<file path="src/rtl/cmul_pkg.sv">
// ============================================================
// cmul_pkg : shared types and constants for constant multipliers
// Rev 1.0
// ============================================================
`default_nettype none

package cmul_pkg;

  typedef enum logic [1:0] {
    IDLE = 2'd0,
    RUN  = 2'd1,
    DONE = 2'd2
  } state_t;

  localparam int CMUL_K  = 83;
  localparam int CMUL_KW = 7;

  function automatic int cmul_pw(input int w, input int kw);
    return w + kw;
  endfunction

endpackage

`default_nettype wire

</file>
<file path="src/rtl/cmul_seq_if.sv">
// ============================================================
// cmul_seq_if : valid/ready operand and result channels
// Rev 1.0
// ============================================================
`default_nettype none

interface cmul_seq_if #(
  parameter int W  = 8,
  parameter int OW = 8
);
  logic          sat_mode;
  logic          in_valid;
  logic          in_ready;
  logic [W-1:0]  in_data;
  logic          out_valid;
  logic          out_ready;
  logic [OW-1:0] out_data;
  logic          out_ovf;

  modport master (
    output sat_mode, in_valid, in_data, out_ready,
    input  in_ready, out_valid, out_data, out_ovf
  );

  modport slave (
    input  sat_mode, in_valid, in_data, out_ready,
    output in_ready, out_valid, out_data, out_ovf
  );
endinterface

`default_nettype wire

</file>
<file path="src/rtl/cmul_narrow.sv">
// ============================================================
// cmul_narrow : full product -> truncated/saturated result + overflow
// Rev 1.0
// ============================================================
`default_nettype none

module cmul_narrow #(
  parameter int PW = 15,
  parameter int OW = 8
) (
  input  wire logic [PW-1:0] i_p,
  input  wire logic          i_sat,
  output logic      [OW-1:0] o_data,
  output logic               o_ovf
);

  logic w_ovf;

  generate
    if (OW < PW) begin : g_ovf
      assign w_ovf = |i_p[PW-1:OW];
    end else begin : g_no_ovf
      assign w_ovf = 1'b0;
    end
  endgenerate

  assign o_ovf  = w_ovf;
  assign o_data = (i_sat && w_ovf) ? {OW{1'b1}} : i_p[OW-1:0];

endmodule

`default_nettype wire

</file>
<file path="src/rtl/cmul_seq.sv">
// ============================================================
// cmul_seq : sequential shift-add multiplier by constant K, one K bit per clock
// Rev 1.0
// ============================================================
`default_nettype none

module cmul_seq
  import cmul_pkg::*;
#(
  parameter int          W  = 8,
  parameter int          KW = CMUL_KW,
  parameter int unsigned K  = CMUL_K,
  parameter int          OW = 8
) (
  input wire logic  clk,
  input wire logic  rst_n,
  cmul_seq_if.slave bus
);

  localparam int PW = cmul_pw(W, KW);
  // One extra bit so the counter cannot wrap before the terminal compare
  localparam int CW = $clog2(KW) + 1;
  localparam logic [KW-1:0] c_k    = KW'(K);
  localparam logic [CW-1:0] c_last = CW'(KW - 1);

  state_t        r_state, w_state_nxt;
  logic [PW-1:0] r_acc, w_acc_nxt, w_addend;
  logic [W-1:0]  r_op;
  logic [CW-1:0] r_cnt;
  logic          r_sat;
  logic [OW-1:0] r_out_data, w_n_data;
  logic          r_out_ovf, w_n_ovf;
  logic [KW-1:0] w_kshift;
  logic          w_accept, w_last;

  assign bus.in_ready = (r_state == IDLE) || ((r_state == DONE) && bus.out_ready);
  assign w_accept     = bus.in_valid && bus.in_ready;
  assign w_last       = (r_cnt == c_last);

  assign w_kshift  = c_k >> r_cnt;
  assign w_addend  = {{KW{1'b0}}, r_op} << r_cnt;
  assign w_acc_nxt = w_kshift[0] ? (r_acc + w_addend) : r_acc;

  cmul_narrow #(
    .PW (PW),
    .OW (OW)
  ) u_narrow (
    .i_p    (w_acc_nxt),
    .i_sat  (r_sat),
    .o_data (w_n_data),
    .o_ovf  (w_n_ovf)
  );

  always_comb begin
    w_state_nxt = r_state;
    case (r_state)
      IDLE:    if (w_accept) w_state_nxt = RUN;
      RUN:     if (w_last) w_state_nxt = DONE;
      DONE:    if (bus.out_ready) w_state_nxt = bus.in_valid ? RUN : IDLE;
      default: w_state_nxt = IDLE;
    endcase
  end

  always_ff @(posedge clk or negedge rst_n) begin
    if (!rst_n) r_state <= IDLE;
    else        r_state <= w_state_nxt;
  end

  always_ff @(posedge clk or negedge rst_n) begin
    if (!rst_n) begin
      r_acc      <= '0;
      r_op       <= '0;
      r_cnt      <= '0;
      r_sat      <= 1'b0;
      r_out_data <= '0;
      r_out_ovf  <= 1'b0;
    end else if (w_accept) begin
      r_op  <= bus.in_data;
      r_sat <= bus.sat_mode;
      r_acc <= '0;
      r_cnt <= '0;
    end else if (r_state == RUN) begin
      r_acc <= w_acc_nxt;
      r_cnt <= r_cnt + 1'b1;
      // Result is captured on the final add so it stays frozen through backpressure
      if (w_last) begin
        r_out_data <= w_n_data;
        r_out_ovf  <= w_n_ovf;
      end
    end
  end

  assign bus.out_valid = (r_state == DONE);
  assign bus.out_data  = r_out_data;
  assign bus.out_ovf   = r_out_ovf;

endmodule

`default_nettype wire
</file>
<file path="src/flat_wrapper.sv">
// flat-port wrapper written by rule: the top's interface ports become plain ports
module cmul_seq_flat import cmul_pkg::*;
#(
  parameter int          W  = 8,
  parameter int          KW = CMUL_KW,
  parameter int unsigned K  = CMUL_K,
  parameter int          OW = 8
)
  (clk, rst_n, bus_sat_mode, bus_in_valid, bus_in_data, bus_out_ready, bus_in_ready, bus_out_valid, bus_out_data, bus_out_ovf);
  cmul_seq_if #(.W(W), .OW(OW)) bus_i ();
  input wire logic clk;
  input wire logic rst_n;
  input wire logic [$bits(bus_i.sat_mode)-1:0] bus_sat_mode;
  input wire logic [$bits(bus_i.in_valid)-1:0] bus_in_valid;
  input wire logic [$bits(bus_i.in_data)-1:0] bus_in_data;
  input wire logic [$bits(bus_i.out_ready)-1:0] bus_out_ready;
  output wire logic [$bits(bus_i.in_ready)-1:0] bus_in_ready;
  output wire logic [$bits(bus_i.out_valid)-1:0] bus_out_valid;
  output wire logic [$bits(bus_i.out_data)-1:0] bus_out_data;
  output wire logic [$bits(bus_i.out_ovf)-1:0] bus_out_ovf;
  assign bus_i.sat_mode = bus_sat_mode;
  assign bus_i.in_valid = bus_in_valid;
  assign bus_i.in_data = bus_in_data;
  assign bus_i.out_ready = bus_out_ready;
  assign bus_in_ready = bus_i.in_ready;
  assign bus_out_valid = bus_i.out_valid;
  assign bus_out_data = bus_i.out_data;
  assign bus_out_ovf = bus_i.out_ovf;
  cmul_seq #(.W(W), .KW(KW), .K(K), .OW(OW)) u_core (.clk(clk), .rst_n(rst_n), .bus(bus_i));
endmodule
</file>
<file path="config.mk">
export PLATFORM = sky130hd
export DESIGN_NAME = cmul_seq_flat
export DESIGN_NICKNAME = d
export VERILOG_FILES = /design/src/rtl/cmul_pkg.sv /design/src/rtl/cmul_seq_if.sv /design/src/rtl/cmul_narrow.sv /design/src/rtl/cmul_seq.sv /design/src/flat_wrapper.sv
export SDC_FILE = /design/constraint.sdc
export NUM_CORES = 1
export LEC_CHECK = 0
export CAP_MARGIN = 25
export CORE_MARGIN = 2
export CORE_UTILIZATION = 40
export CTS_CLUSTER_DIAMETER = 200
export DETAILED_ROUTE_END_ITERATION = 8
export GPL_ROUTABILITY_DRIVEN = 0
export PLACE_DENSITY = 0.59
export SLEW_MARGIN = 20
export SYNTH_ARGS = -nofsm -noshare
export SYNTH_HDL_FRONTEND = slang
export SYNTH_HIERARCHICAL = 1
export SYNTH_SLANG_ARGS = --single-unit
</file>
<file path="constraint.sdc">
create_clock -name clk -period 5.2 [get_ports clk]
set_input_delay 1.04 -clock clk [delete_from_list [all_inputs] [get_ports clk]]
set_output_delay 1.04 -clock clk [all_outputs]
set_load 0.05 [all_outputs]
</file>
==> results.sh <==
export IMPL_tritoncts="built"
export IMPL_hold_slack_ps=513
export IMPL_cts_resized_gates=0
export IMPL_dieArea_um2=8050
export IMPL_startpoint_type="register"
export IMPL_required_ps=5390
export IMPL_area_growth_pct=13.7
export IMPL_min_path_type="register to register"
export IMPL_ys_types=52
export IMPL_fin_util_pct=46.6
export IMPL_vias=2520
export IMPL_syn_area_per_cell_um2=8.23
export IMPL_arrival_ps=4700
export IMPL_rsz0062_at_grt="no"
export IMPL_wl_mm=7.28
export IMPL_setup_tns_ps=0
export IMPL_path_clk_slew_ps=90
export IMPL_setup_viol=0
export IMPL_nets=402
export IMPL_yosysTopAreaCellShare_pct=33.2
export IMPL_diodes=0
export IMPL_fin_worst_skew_ps=13.3
export IMPL_dr_pass1_iters=4
export IMPL_rows=31
export IMPL_final_common_cell="nand2_1"
export IMPL_antenna_left=0
export IMPL_crit_type="register to register"
export IMPL_yosys_top_cells_area="dfrtp_1 33%, nand2_1 9.2%, mux2_2 6.9%"
export IMPL_yosysSeqAreaShare_pct=33.2
export IMPL_max_slew_worst_pin_slew_ps=735
export IMPL_die_h_um=89.7
export IMPL_clkSinkCount=39
export IMPL_cts_setup_buffers=0
export IMPL_grt_pass1_wl_mm=12.7
export IMPL_hold_viol=0
export IMPL_synth_area_leader_cell="dfrtp_1"
export IMPL_grt_usage_pct=19.1
export IMPL_viasPerCell=5.34
export IMPL_status="finished clean"
export IMPL_numCtsBuffers=5
export IMPL_synth_seq_cells=39
export IMPL_wl_per_cell_um=15.4
export IMPL_start_util_pct=41.0
export IMPL_grt_pass1_vias=2546
export IMPL_fp_dieW_um=89.7
export IMPL_min_period_ps=4510
export IMPL_final_cell_mix="72 x nand2_1, 39 x dfrtp_1, 26 x o21ai_0"
export IMPL_antenna_found_initial=0
export IMPL_regArea_um2=976
export IMPL_clock_fmax_mhz=222
export IMPL_maxCapViolCount=0
export IMPL_grt_max_degree=40
export IMPL_netlist_area_um2=2940
export IMPL_synth_fp_nets=387
export IMPL_synth_edf_count=0
export IMPL_dp_hpwl_mm=5.22
export IMPL_multiInputGateArea_um2=1840
export IMPL_path_max_fanout=16
export IMPL_drive_gt1_share_pct=10.7
export IMPL_synthArstFlopShare_pct=100
export IMPL_drc_errors=0
export IMPL_ys_warn_count=6
export IMPL_drt_iter0_drc=140
export IMPL_grt_remaining_overflow=0
export IMPL_core_area_um2=7180
export IMPL_fill_cells=710
export IMPL_ctsHtreeMaxLevel=2
export IMPL_clock_latency_ps=290
export IMPL_cts_buffer_depth=2
export IMPL_cts_root_buf="clkbuf_8"
export IMPL_holdBufCountCts=0
export IMPL_syn_inst=357
export IMPL_io_pins=24
export IMPL_numPortBuffers=23
export IMPL_slew_headroom_pct=51.0
export IMPL_fin_crit_sh_pct=86.8
export IMPL_yosys_most_used_dff="dfrtp_1"
export IMPL_drv_slew=0
export IMPL_endpoint_kind="register"
## cell usage after synthesis (2+ instances only)
| cell type | instances |
|---|---|
| nand4_1 | 3 |
| nand2_1 | 72 |
| ha_1 | 16 |
| nand2b_1 | 2 |
| xnor2_1 | 7 |
| nor4_1 | 8 |
| mux2_1 | 2 |
| buf_2 | 3 |
| and2_1 | 3 |
| a21o_1 | 7 |
| o21ai_1 | 3 |
| nand3_1 | 15 |
| mux2_2 | 18 |
| buf_1 | 2 |
| dfrtp_1 | 39 |
| xor2_1 | 6 |
| o2bb2ai_1 | 2 |
| mux2i_1 | 6 |
| a21oi_1 | 23 |
| o21ai_0 | 27 |
| o22ai_1 | 3 |
| nor3_1 | 9 |
| a31oi_1 | 5 |
| and3_1 | 3 |
| nor2b_1 | 4 |
| nor2_1 | 24 |
| clkbuf_1 | 14 |
| inv_1 | 7 |
## cells by family after synthesis
family,count (synthesis),synth area share (%)
xor gates and xnor gates,13,3.87
muxes,26,9.71
adders and majority gates,17,7.49
buffers and inverters,28,4.17
and+or+nand+nor,149,23.4
DFF,39,33.2
AOI/OAI and AO/OA,85,18.1
## worst max-delay path: stages (launching register included)
cell	delay, ps
dfrtp_1	670
mux2_2	420
nor2_1	90
a21oi_1	60
mux2_2	310
and2_1	160
ha_1	350
o211a_1	240
a221oi_2	410
o211ai_2	120
a311oi_2	340
nor2_1	90
xor2_1	190
nor4_4	530
a21oi_1	120
mux2_2	290
## metrics by stage
| step | setup WS (ps) | instance area [um^2] | cells |
|---|---|---|---|
| CTS | 664 | 3310 | 471 |
| floorplan | 1290 | 2940 | 357 |
| finish | 685 | 3340 | 472 |
| detailed placement | 675 | 3230 | 463 |
| global placement | 761 | 3230 | 463 |
| global route | 222 | 3340 | 472 |
## state kept, by name (all words and copies together) (netlist names)
signal               count
u_core/r_cnt             4
u_core/r_acc            15
u_core/r_sat             1
u_core/bus.out_data      8
u_core/bus.out_ovf       1
u_core/r_op              8
u_core/r_state           2
## worst paths after layout
path | startpoint | endpoint | slack (ps) | cells after the start
worst max register to register | u_core/r_cnt[1] | u_core/bus.out_data[5] | 690 | 15
max in group asynchronous | rst_n | u_core/bus.out_data[1] | 4020 | 2
worst min-delay path | u_core/bus.out_data[3] | u_core/bus.out_data[3] | 510 | 1
worst min register to register | u_core/bus.out_data[3] | u_core/bus.out_data[3] | 510 | 1
min in group asynchronous | rst_n | u_core/r_acc[13] | 710 | 1
worst max-delay path | u_core/r_cnt[1] | u_core/bus.out_data[5] | 690 | 15
## area by class of cell
cell class | count | share of cell area (%)
well taps | 99 | 3.71
clock inverters | 2 | 0.374
repair buffers | 29 | 8.69
flip-flops and latches | 39 | 29.2
clock buffers | 6 | 2.17
multi-input cells | 290 | 55.1
inverters | 7 | 0.786
## metal layers
layer	track usage, %	routed length [um]
met3	3.02	147
met1	27.1	3700
met4	4.36	58
met5	0	0
met2	30.9	3380
Power is left out: the tool's default activity adds up to more than one toggle a clock period on the data nets, which glitch-free logic cannot reach.
